`config.mk`:
```
export PLATFORM = sky130hd
export DESIGN_NAME = mask_scan_encoder_flat
export DESIGN_NICKNAME = d
export VERILOG_FILES = /design/src/rtl/mask_scan_encoder_if.sv /design/src/rtl/mask_scan_encoder.sv /design/src/flat_wrapper.sv
export SDC_FILE = /design/constraint.sdc
export NUM_CORES = 1
export LEC_CHECK = 0
export ABC_CLOCK_PERIOD_IN_PS = 5210
export BUFFER_PORTS_ARGS = -buffer_cell sky130_fd_sc_hd__buf_2
export CAP_MARGIN = 40
export CORE_AREA = 4 4 82 84
export CTS_BUF_LIST = sky130_fd_sc_hd__clkbuf_2
export DETAILED_ROUTE_END_ITERATION = 8
export DIE_AREA = 0 0 86 88
export GPL_ROUTABILITY_DRIVEN = 0
export PLACE_DENSITY = 0.85
export SETUP_SLACK_MARGIN = 0.4
export SLEW_MARGIN = 15
export SYNTH_ARGS = -nofsm -noshare
export SYNTH_HDL_FRONTEND = slang
export SYNTH_SLANG_ARGS = --single-unit
```
`constraint.sdc`:
```
create_clock -name clk -period 5.21 [get_ports clk]
set_clock_uncertainty 0.2 [all_clocks]
set_input_delay 0.521 -clock clk [delete_from_list [all_inputs] [get_ports clk]]
set_output_delay 0.521 -clock clk [all_outputs]
set_load 0.02 [all_outputs]
```
`src/rtl/mask_scan_encoder_if.sv`:
```
// Mask scan encoder bus: mask load request side and
// register-index valid/ready output side.
interface mask_scan_encoder_if #(
  parameter int WIDTH    = 32,
  parameter int IDX_BITS = 5
);
  logic                load;
  logic [WIDTH-1:0]    mask_in;
  logic                busy;
  logic                out_valid;
  logic                out_ready;
  logic [IDX_BITS-1:0] out_idx;
  logic [IDX_BITS:0]   pending_cnt;
  logic                done;

  modport master (
    output load,
    output mask_in,
    output out_ready,
    input  busy,
    input  out_valid,
    input  out_idx,
    input  pending_cnt,
    input  done
  );

  modport slave (
    input  load,
    input  mask_in,
    input  out_ready,
    output busy,
    output out_valid,
    output out_idx,
    output pending_cnt,
    output done
  );
endinterface

```
`src/rtl/mask_scan_encoder.sv`:
```
// Multi-hot register mask to index stream, one index per handshake.
// SCAN_MSB_FIRST_EN: emit highest set bit first (descending order).
module mask_scan_encoder #(
  parameter int WIDTH    = 32,
  parameter int IDX_BITS = 5
) (
  input logic              clk,
  input logic              reset,
  mask_scan_encoder_if.slave bus
);
  typedef enum logic [1:0] {
    IDLE,
    SCAN,
    DONE
  } state_t;

  state_t              state;
  state_t              state_nxt;
  logic [WIDTH-1:0]    pending;
  logic [WIDTH-1:0]    pending_nxt;
  logic [IDX_BITS-1:0] sel;
  logic [IDX_BITS:0]   cnt;

  // Priority select from the registered mask only.
  always_comb begin
    sel = '0;
`ifdef SCAN_MSB_FIRST_EN
    for (int i = 0; i < WIDTH; i++) begin
      if (pending[i]) sel = IDX_BITS'(i);
    end
`else
    for (int i = WIDTH - 1; i >= 0; i--) begin
      if (pending[i]) sel = IDX_BITS'(i);
    end
`endif
  end

  always_comb begin
    cnt = '0;
    for (int i = 0; i < WIDTH; i++) begin
      cnt = cnt + {{IDX_BITS{1'b0}}, pending[i]};
    end
  end

  always_ff @(posedge clk) begin
    if (reset) begin
      state   <= IDLE;
      pending <= '0;
    end else begin
      state   <= state_nxt;
      pending <= pending_nxt;
    end
  end

  always_comb begin
    state_nxt   = state;
    pending_nxt = pending;
    unique case (state)
      IDLE: begin
        if (bus.load) begin
          pending_nxt = bus.mask_in;
          state_nxt   = (|bus.mask_in) ? SCAN : DONE;
        end
      end
      SCAN: begin
        if (bus.out_ready) begin
          pending_nxt = pending & ~(WIDTH'(1) << sel);
          if (cnt == (IDX_BITS + 1)'(1)) begin
            state_nxt = DONE;
          end
        end
      end
      DONE: state_nxt = IDLE;
      default: state_nxt = IDLE;
    endcase
  end

  assign bus.busy        = (state == SCAN);
  assign bus.out_valid   = (state == SCAN);
  assign bus.out_idx     = (state == SCAN) ? sel : '0;
  assign bus.pending_cnt = cnt;
  assign bus.done        = (state == DONE);
endmodule

```
`src/flat_wrapper.sv`:
```
// flat-port wrapper written by rule: the top's interface ports become plain ports
module mask_scan_encoder_flat 
#(
  parameter int WIDTH    = 32,
  parameter int IDX_BITS = 5
)
  (clk, reset, bus_load, bus_mask_in, bus_out_ready, bus_busy, bus_out_valid, bus_out_idx, bus_pending_cnt, bus_done);
  mask_scan_encoder_if #(.WIDTH(WIDTH), .IDX_BITS(IDX_BITS)) bus_i ();
  input logic clk;
  input logic reset;
  input wire logic [$bits(bus_i.load)-1:0] bus_load;
  input wire logic [$bits(bus_i.mask_in)-1:0] bus_mask_in;
  input wire logic [$bits(bus_i.out_ready)-1:0] bus_out_ready;
  output wire logic [$bits(bus_i.busy)-1:0] bus_busy;
  output wire logic [$bits(bus_i.out_valid)-1:0] bus_out_valid;
  output wire logic [$bits(bus_i.out_idx)-1:0] bus_out_idx;
  output wire logic [$bits(bus_i.pending_cnt)-1:0] bus_pending_cnt;
  output wire logic [$bits(bus_i.done)-1:0] bus_done;
  assign bus_i.load = bus_load;
  assign bus_i.mask_in = bus_mask_in;
  assign bus_i.out_ready = bus_out_ready;
  assign bus_busy = bus_i.busy;
  assign bus_out_valid = bus_i.out_valid;
  assign bus_out_idx = bus_i.out_idx;
  assign bus_pending_cnt = bus_i.pending_cnt;
  assign bus_done = bus_i.done;
  mask_scan_encoder #(.WIDTH(WIDTH), .IDX_BITS(IDX_BITS)) u_core (.clk(clk), .reset(reset), .bus(bus_i));
endmodule
```
=== After elaboration in Yosys (flattened, before gate mapping) ===
Cells that the tools add are included.

* Flip-flop bits (word level): 34
* Memory bits (read-only): 0
* Memories kept: 0
* Latch bits: 0
* Output and inout port bits: 14
* Memory bits (writable): 0

* Shift-type cells: 1
* $add $sub $neg: 31
* Reductions and logical operators: 5
* Magnitude comparators: 0
* Bitwise operators: 2
* Divide/modulo/power cells: 0
* Multipliers: 0
* Multiplexer cells: 41
* Equality and inequality tests: 6

{| class="wikitable"
|+ Operators with widths
! kind !! count
|-
| $add A6 B1 Y6 || 30
|-
| $mux W5 || 33
|-
| $mux W32 || 2
|-
| $pmux W32 S2 || 1
|-
| $and A32 B32 Y32 || 1
|-
| $not A32 Y32 || 1
|-
| $reduce_or A32 Y1 || 1
|-
| $shl A1 B5 Y32 const A || 1
|-
| $mux W2 || 4
|-
| $eq A6 B1 Y1 const B || 1
|-
| $reduce_and A3 Y1 || 2
|-
| $ne A2 B2 Y1 const B || 2
|-
| $pmux W2 S2 || 1
|-
| $add A1 B1 Y2 || 1
|-
| $eq A2 B1 Y1 const B || 1
|-
| $eq A2 B2 Y1 const B || 1
|-
| $logic_not A2 Y1 || 1
|-
| $ne A2 B1 Y1 const B || 1
|-
| $reduce_bool A2 Y1 || 1
|}

=== Depth between registers and ports, before layout ===
Gate-level depths: netlist (run 1).

* Depth in word-level cells: 37
* Depth in mapped cells: 18
* Depth with buffers taken out: 18

=== Least setup slack after synthesis (run 1) ===
OpenSTA, ideal clock, no wires.

* Path kind: reg2out
* From: register u_core.pending[0]
* To: output port bus_pending_cnt[4]
* Required time: 4489 ps
* Cell stages (with the launch flop): 15
* Data arrival time: 5156 ps
* Setup slack: -667 ps
* Path buffers: 0
* Cells stage by stage: dfxtp_1 > ha_1 > inv_1 > fa_1 > fa_1 > fa_1 > fa_1 > fa_1 > fa_1 > fa_1 > fa_1 > nand2b_1 > a21oi_1 > nor2_1 > xnor2_1

* Cells in the longest elaborated chain, start to end: 31

{| class="wikitable"
|+ Ends and longest elaborated chain
! item !! RTL line !! text
|-
| from (decl) || mask_scan_encoder.sv:19 || <nowiki>logic [WIDTH-1:0] pending;</nowiki>
|-
| from (signal assigned) || mask_scan_encoder.sv:51 || <nowiki>pending <= pending_nxt;</nowiki>
|-
| $add A1 B1 Y2 || mask_scan_encoder.sv:41 || <nowiki>cnt = cnt + {{IDX_BITS{1'b0}}, pending[i]};</nowiki>
|-
| $add A6 B1 Y6 (30 in series) || mask_scan_encoder.sv:41 ||
|-
| to (decl) || flat_wrapper.sv:17 || <nowiki>output wire logic [$bits(bus_i.pending_cnt)-1:0] bus_pending_cnt;</nowiki>
|}

No other way between the ends.

=== Final worst setup path (run 1) ===
Ends and elaborated chain as after synthesis.

==> results_dict.tcl, run 1 <==
set metrics [dict create \
    n_fill_cell 514 \
    r2r_end "u_core.state[0]$_SDFFE_PP0P_" \
    cts_buffer_depth 2 \
    start_util_pct 53.4 \
    synth_nets 476 \
    cts.hold.buffers_added 0 \
    setup_ws_ps -863 \
    netlist.area_leader.share_pct 21.5 \
    clk_latency_ps 400 \
    fp.dieW_um 86 \
    boundaryPins 50 \
    grt_usage_pct 26.0 \
    grt_first_pass_wirelength_um 15400 \
    drtAntennaViolNets 0 \
    grt_pass1_vias 3223 \
    cts_tree "done" \
    path_common_cell "fa_1" \
    htree_levels 2 \
    syn_area_sq_mm 0.00316 \
    grt_max_degree 36 \
    drt_iter0_drc 233 \
    numCtsBuffers 5 \
    netlist.top_cell.by_area "dfxtp_1" \
    synth_top_family_by_area "compound AO/OA/AOI/OAI gates" \
    syn_area_per_cell_sq_um 7.76 \
    layout_common_cells "nand2_1, inv_1, buf_2" \
    yosys_most_used_dff "dfxtp_1" \
    r2r-start "u_core.pending[0]$_SDFFE_PP0P_" \
    syn_to_final_growth_pct 20.3 \
    synthXorXnorAreaFrac_pct 0.554 \
    clk_pin_slew_worst_paths_ps 190 \
    port_buffers 49 \
    ys_ff_latch 34 \
    hold_viol 0 \
    period_minus_slack_ps 6070 \
    syn_inst 408 \
    dp_hpwl_um 7570 \
    clock-sinks 34 \
    synth-edff-count 0 \
    path_cells "ha_4, inv_2, fa_1, fa_1, fa_1, fa_1, fa_1, fa_1, fa_2, fa_2, nand2b_4, a21oi_2, nor2_2, xnor2_2, buf_4" \
    startpoint_type "flip-flop" \
    required_ps 4490 \
    vias 3343 \
    synth_area_leaders "dfxtp_1, fa_1, nand2_1, a21oi_1, inv_1" \
    hold_ws_ps 197 \
    antennaDiodeCount 0 \
    antenna_found_initial 0 \
    final_layout_size_suffix_gt1_share_pct 24.7 \
    rsz0062_at_grt "yes" \
    min_period_over_period_pct 117 \
    maxCapViolCount 0 \
    root_buffer "clkbuf_2" \
    ys_seq_area_share_pct 21.5 \
    violations "setup timing" \
    design.core.area_sq_mm 0.00592 \
    nets 544 \
    drc_errors 0 \
    end_kind "output port" \
    worstMarginPinSlew_ps 757 \
    async_flop_share_pct 0 \
    path_max_fanout 2 \
    fp.dieH_um 88 \
    worstHoldStart "bus_mask_in[3]" \
    totalWireLength_um 9540 \
    slowest_stage "fa_1" \
    gr-total-overflow 0 \
    crit_arrival_ps 5350 \
    hold_path.class "in2reg" \
    synth_fa_ha_area_share_pct 18.3 \
    maxSlewHeadroom_pct 49.5 \
    drt_first_pass_iters 5 \
    synth_mux_area_share_pct 0.633 \
    min_to "u_core.pending[3]$_SDFFE_PP0P_" \
    ys_warn_count 0 \
    criticalPathCategory "reg2out" \
    placementRows 28 \
    layout_commonest_cell "nand2_1" \
    via_per_inst 6.06 \
    setup_tns_ps -4940 \
    drv_slew 0 \
    status "finished with violations" \
    reg2reg_depth 18 \
    wl_per_cell_um 17.3 \
    slowest_delay_ps 510 \
    synth_simple_gate_area_share_pct 25.1 \
    synth-compound-area-share_pct 25.8 \
    worst-r2r-setup-slack_ps -620 \
    final-setup-viol-count 8 \
    hold_depth 3 \
    yosysUniqueCellTypes 52 \
    design.die.area_sq_mm 0.00757 \
    fmax_mhz 165 \
]
==> registers in the layout, indices dropped and copies added, names as in the netlist <==
register        flops
u_core.state        2
u_core.pending     32
==> layout make-up <==
type	count	area, sq um	area share, %
clock inverters	2	8.76	0.230
well taps	75	93.8	2.47
flip-flops and latches	34	686	18.0
clock buffers	6	30.0	0.789
repair buffers	77	493	13.0
inverters	51	191	5.03
multi-input cells	307	2300	60.5
==> cells in the mapped netlist, drive strengths merged (2+ instances only) <==
| cell | n |
|---|---|
| nand2 | 60 |
| inv | 51 |
| a21oi | 39 |
| dfxtp | 34 |
| nor2 | 25 |
| fa | 24 |
| nor4 | 18 |
| a21o | 17 |
| nor2b | 15 |
| o21a | 15 |
| nand3 | 13 |
| clkbuf | 12 |
| o31a | 11 |
| ha | 8 |
| o21ai | 6 |
| nand2b | 5 |
| nor3 | 5 |
| a211oi | 4 |
| a31oi | 4 |
| and3 | 4 |
| buf | 4 |
| a221oi | 3 |
| nand4 | 3 |
| o211a | 3 |
| or3 | 3 |
| or4 | 3 |
| mux2i | 2 |
| o211ai | 2 |
| or2 | 2 |
| xnor2 | 2 |
==> layer usage <==
metal	vias up	track usage, %	share of wire, %
met4	0	12.9	4.6
met1	1535	32.8	39
met3	39	4.05	10
met2	222	43.2	46
li1	1547	-	-
met5	-	0	0
==> kinds of logic after synthesis <==
logic type	count (synthesis)
multiplexers	2
XOR/XNOR	2
AND/OR/NAND/NOR	158
buffers and inverters	67
adder cells (fa/ha/maj)	32
flip-flops	34
AO/OA/AOI/OAI	113
==> worst max-delay path, delay by kind of cell, from the launching register on <==
family | cells | cell delay, ps
buffers and inverters | 2 | 200
adders and majority gates | 9 | 3840
AOI/OAI and AO/OA | 1 | 140
and+or+nand+nor | 2 | 210
DFF | 1 | 390
xor gates and xnor gates | 1 | 180
==> through the flow <==
step           util (%)  std cells  instance area, sq um  worst slack, ps
6_report           64.3        552                  3810             -863
5_1_grt            64.3        552                  3810            -1010
4_1_cts            64.0        551                  3790             -875
3_5_place_dp       62.4        541                  3690             -445
3_3_place_gp       62.2        540                  3680             -307
2_1_floorplan         -        408                  3220             -245
==> worst max-delay path by stage <==
| stage | slack, ps | from | endpoint | cells past startpoint |
|---|---|---|---|---|
| 6_report | -860 | u_core.pending[0]$_SDFFE_PP0P_ | bus_pending_cnt[4] | 15 |
| 5_1_grt | -1010 | u_core.pending[0]$_SDFFE_PP0P_ | bus_pending_cnt[4] | 15 |
| 4_1_cts | -880 | u_core.pending[0]$_SDFFE_PP0P_ | bus_pending_cnt[4] | 15 |
| 3_5_place_dp | -440 | u_core.pending[0]$_SDFFE_PP0P_ | bus_pending_cnt[4] | 15 |
| 3_3_place_gp | -310 | u_core.pending[0]$_SDFFE_PP0P_ | bus_pending_cnt[4] | 15 |
| 2_1_floorplan | -250 | u_core.pending[0]$_SDFFE_PP0P_ | bus_pending_cnt[4] | 14 |
==> timing repair <==
action,CTS,global route
gates resized for setup,13,3
gates cloned,0,0
buffers inserted,2,1
pin swaps,3,0
setup endpoints to repair,8,8
Power of run 1 is left out: the tool's default activity adds up to more than one toggle a clock period on the data nets, which glitch-free logic cannot reach.
==> run 2, diff against run 1 <==
ABC_CLOCK_PERIOD_IN_PS = 7600   (was 5210)
CORE_AREA = 2 2 76 78   (was 4 4 82 84)
DIE_AREA = 0 0 78 80   (was 0 0 86 88)
PLACE_DENSITY = 0.89   (was 0.85)
clock period = 7.6 ns   (was 5.21 ns; I/O delays follow)
==> results_dict.tcl, run 2 (synthesis results as in run 1) <==
set metrics [dict create \
    maxCapViolCount 0 \
    drtAntennaViolNets 0 \
    cts_buffer_depth 2 \
    vias 3211 \
    startpoint_type "flip-flop" \
    totalWireLength_um 8930 \
    root_buffer "clkbuf_2" \
    fmax_mhz 148 \
    cts.hold.buffers_added 0 \
    cts_tree "done" \
    fp.dieH_um 80 \
    grt_pass1_vias 3075 \
    final_layout_size_suffix_gt1_share_pct 16.0 \
    required_ps 6640 \
    final-setup-viol-count 0 \
    wl_per_cell_um 17.1 \
    regMostFlops "u_core.pending" \
    grt_usage_pct 29.7 \
    maxSlewHeadroom_pct 51.1 \
    worstMarginPinSlew_ps 727 \
    fp.dieW_um 78 \
    p_per_area_mw_per_mm2 531 \
    grt_max_degree 36 \
    placementRows 27 \
    leakagePower_nw 1.47 \
    irDropWorstVdd_mv 1.22 \
    boundaryPins 50 \
    htree_levels 2 \
    status "complete, no violations" \
    numCtsBuffers 5 \
    port_buffers 49 \
    start_util_pct 58.5 \
    layout_common_cells "nand2_1, inv_1, buf_2" \
    cts_resized 0 \
    period_minus_slack_ps 6740 \
    hold_ws_ps 385 \
    drt_iter0_drc 246 \
    syn_to_final_growth_pct 10.1 \
    drv_slew 0 \
    dp_hpwl_um 6940 \
    setup_tns_ps 0 \
    crit_arrival_ps 5780 \
    end_kind "output port" \
    grt_first_pass_wirelength_um 14600 \
    nets 517 \
    path_max_fanout 8 \
    hold_path.class "reg2reg" \
    rsz0062_at_grt "no" \
    gr-total-overflow 0 \
    design.die.area_sq_mm 0.00624 \
    via_per_inst 6.16 \
    criticalPathCategory "reg2out" \
    layout_commonest_cell "nand2_1" \
    clk_latency_ps 390 \
    largest_register_ffs 32 \
    clock-sinks 34 \
    drt_first_pass_iters 6 \
    drc_errors 0 \
    antennaDiodeCount 0 \
    reg.largest.list "u_core.pending: 32 flops, u_core.state: 2 flops" \
    clk_pin_slew_worst_paths_ps 180 \
    hold_viol 0 \
    design.core.area_sq_mm 0.00541 \
    cts_setup_buffers 0 \
    min_period_over_period_pct 88.7 \
    antenna_found_initial 0 \
    final_util_pct 64.4 \
]
[run 2: cell types whose count changed in the layout (fill, tap and decap cells not counted), moves of 2 or more]
cell,before,now
nor2_1,22,24
dfxtp_1,32,34
inv_1,47,50
inv_2,4,1
xnor2_2,2,0
buf_6,4,1
a21oi_2,3,1
fa_2,2,0
buf_2,43,49
fa_1,22,24
buf_4,29,0
a21oi_1,36,38
xnor2_1,0,2
[run 2: final timing paths]
check	from	endpoint	slack [ps]	cells past startpoint
setup reg to reg	u_core.pending[0]$_SDFFE_PP0P_	u_core.state[0]$_SDFFE_PP0P_	1300	16
hold / removal	u_core.pending[25]$_SDFFE_PP0P_	u_core.pending[25]$_SDFFE_PP0P_	380	3
hold reg to reg	u_core.pending[25]$_SDFFE_PP0P_	u_core.pending[25]$_SDFFE_PP0P_	380	3
setup / recovery	u_core.pending[0]$_SDFFE_PP0P_	bus_pending_cnt[4]	860	15
[run 2: routing by layer]
| metal | GRT usage [%] | wire, um |
|---|---|---|
| met5 | 0 | 0 |
| met4 | 12.1 | 272 |
| met3 | 4.64 | 957 |
| met2 | 49.8 | 4290 |
| met1 | 38.3 | 3410 |
[run 2: through the flow]
step | power, mW | setup WS [ps] | instances | cell area (sq um)
2_1_floorplan | 1.33 | 1480 | 408 | 3160
3_3_place_gp | 1.67 | 1450 | 513 | 3440
3_5_place_dp | 1.76 | 1320 | 514 | 3450
4_1_cts | 1.84 | 865 | 521 | 3480
5_1_grt | 1.99 | 707 | 521 | 3480
6_report | 1.85 | 855 | 521 | 3480
[run 2: power by group]
group          internal (mW)  switching, mW
Clock                 0.0240         0.0608
Combinational          0.560          0.933
Sequential             0.209         0.0622
[run 2: cell type report]
class / instances / area, sq um
multi-input cells: 307 / 2230
clock buffers: 7 / 35.0
inverters: 51 / 191
repair buffers: 50 / 256
flip-flops and latches: 34 / 681
well taps: 72 / 90.1
fillers: 468 / 1920
[run 2: critical path: stages, from the launching register on]
cell and delay [ps]:
dfxtp_1 560, ha_1 290, inv_1 70, fa_1 420, fa_1 510, fa_1 430, fa_1 510, fa_1 440
fa_1 530, fa_1 480, fa_1 410, nand2b_1 160, a21oi_1 140, nor2_1 70, xnor2_1 180, buf_2 200
Note: power is estimated with default switching activity, not from simulation.
==> run 3, diff against run 2 <==
==> constraint.sdc (replaced) <==
create_clock -name clk -period 7.6 [get_ports clk]
set_clock_uncertainty 0.2 [all_clocks]
set_input_delay 1.14 -clock clk [delete_from_list [all_inputs] [get_ports clk]]
set_output_delay 1.14 -clock clk [all_outputs]
set_load 0.02 [all_outputs]
==> results_dict.tcl, run 3 (synthesis results as in run 1) <==
set metrics [dict create \
    worst-path-buf-inv 2 \
    final_layout_size_suffix_gt1_share_pct 16.7 \
    grt_usage_pct 29.6 \
    hold_viol 0 \
    crit_arrival_ps 5720 \
    r2r_end "u_core.state[0]$_SDFFE_PP0P_" \
    p_per_area_mw_per_mm2 526 \
    totalPowerFinal_mw 1.84 \
    gr-total-overflow 0 \
    status "finished with violations" \
    clock-sinks 34 \
    drt_first_pass_iters 9 \
    grt_max_degree 36 \
    totalWireLength_um 8900 \
    min_period_over_period_pct 93.0 \
    reg2reg_depth 16 \
    critPathTopFamily "adder cells" \
    period_minus_slack_ps 7060 \
    largest_register_ffs 32 \
    boundaryPins 50 \
    layoutNonFillerInstCount 522 \
    wl_per_cell_um 17.1 \
    cts_tree "done" \
    irDropWorstVdd_mv 0.806 \
    path_common_cell "fa_1" \
    antenna_found_initial 0 \
    dp.cells 514 \
    htree_levels 2 \
    required_ps 6260 \
    grt_pass1_vias 2999 \
    criticalPathCategory "reg2out" \
    clk_latency_ps 410 \
    cts_resized 0 \
    design.core.area_sq_mm 0.00541 \
    setup_ws_ps 536 \
    rsz0062_at_grt "no" \
    numCtsBuffers 5 \
    vias 3257 \
    drt_iter0_drc 265 \
    hold_ws_ps 374 \
    root_buffer "clkbuf_2" \
    violations "DRC" \
    startpoint_type "flip-flop" \
    path_cells "ha_1, inv_1, fa_1, fa_1, fa_1, fa_1, fa_1, fa_1, fa_1, fa_1, nand2b_1, a21oi_1, nor2_1, xnor2_1, buf_2" \
    drv_slew 0 \
    path_max_fanout 8 \
    design.die.area_sq_mm 0.00624 \
    hold_path.class "reg2reg" \
    syn_to_final_growth_pct 10.3 \
    maxCapViolCount 0 \
    cts.hold.buffers_added 0 \
    antennaDiodeCount 0 \
    dp_hpwl_um 6900 \
    grt_first_pass_wirelength_um 14400 \
    regMostFlops "u_core.pending" \
    end_kind "output port" \
    layout_common_cells "nand2_1, inv_1, buf_2" \
    final-setup-viol-count 0 \
    via_per_inst 6.24 \
    slowest_stage "fa_1" \
    placementRows 27 \
    start_util_pct 58.5 \
    fp.dieW_um 78 \
    reg.largest.list "u_core.pending: 32 flops, u_core.state: 2 flops" \
    worst-r2r-setup-slack_ps 1340 \
    worstHoldStart "u_core.pending[3]$_SDFFE_PP0P_" \
    min_to "u_core.pending[3]$_SDFFE_PP0P_" \
    port_buffers 49 \
    dp_slack_ps 879 \
    r2r-start "u_core.pending[0]$_SDFFE_PP0P_" \
    fmax_mhz 142 \
    n_fill_cell 467 \
    fp.dieH_um 80 \
    hold_depth 2 \
    leakagePower_nw 1.47 \
    layout_commonest_cell "nand2_1" \
    cts_setup_buffers 0 \
    setup_tns_ps 0 \
    maxSlewHeadroom_pct 46.6 \
    drc_errors 1 \
    cts_buffer_depth 2 \
    worstMarginPinSlew_ps 793 \
    slowest_delay_ps 530 \
    drtAntennaViolNets 0 \
    nets 517 \
    clk_pin_slew_worst_paths_ps 180 \
]
==> run 3: changes by cell type in the layout (fill, tap and decap cells not counted) <==
| cell | previous run | this run |
|---|---|---|
| dfxtp_2 | 0 | 2 |
| dfxtp_1 | 34 | 31 |
| buf_4 | 0 | 1 |
| dfxtp_4 | 0 | 1 |
| clkinv_1 | 0 | 1 |
| clkinv_2 | 0 | 1 |
| buf_6 | 1 | 0 |
| clkbuf_2 | 7 | 6 |
==> run 3: how the worst max path moves through the flow <==
stage	from	to	slack, ps	cells after the start
global route	u_core.pending[0]$_SDFFE_PP0P_	bus_pending_cnt[4]	400	15
finish	u_core.pending[0]$_SDFFE_PP0P_	bus_pending_cnt[4]	540	15
detailed placement	u_core.pending[0]$_SDFFE_PP0P_	bus_pending_cnt[4]	880	15
floorplan	u_core.pending[0]$_SDFFE_PP0P_	bus_pending_cnt[4]	1100	14
global placement	u_core.pending[0]$_SDFFE_PP0P_	bus_pending_cnt[4]	1080	15
CTS	u_core.pending[0]$_SDFFE_PP0P_	bus_pending_cnt[4]	420	15
==> run 3: worst register-to-register path, delay by kind of cell (launching register included) <==
| family | cells | cell delay (ps) |
|---|---|---|
| buffers and inverters | 1 | 70 |
| AOI/OAI and AO/OA | 2 | 310 |
| DFF | 1 | 420 |
| adders and majority gates | 9 | 4060 |
| xor gates and xnor gates | 1 | 140 |
| and+or+nand+nor | 3 | 940 |
==> run 3: layout make-up <==
type                            instances  area [sq um]  share of cell area, %
Multi-Input combinational cell        307          2230                   63.9
Timing Repair Buffer                   50           253                   7.24
Inverter                               51           191                   5.49
Sequential cell                        34           687                   19.7
Clock inverter                          2          8.76                  0.251
Clock buffer                            6          30.0                  0.861
Tap cell                               72          90.1                   2.58
==> run 3: per-layer routing <==
metal	part of all wire (%)	wire length, um	GRT usage [%]	vias up
li1	-	-	-	1492
met1	38	3400	39.1	1518
met2	47	4220	49.1	207
met3	10	898	2.94	40
met4	4.3	384	13.7	0
met5	0	0	0	-
==> run 3: through the flow <==
step / util, % / cell area, sq um
floorplan: - / 3160
global placement: 63.7 / 3440
detailed placement: 63.7 / 3440
CTS: 64.4 / 3480
global route: 64.6 / 3490
finish: 64.6 / 3490
==> run 3: report_power, final <==
part,internal (mW),switching (mW),leakage [nW]
Clock,0.0226,0.0664,0.0304
Sequential,0.210,0.0594,0.281
Combinational,0.557,0.920,1.16
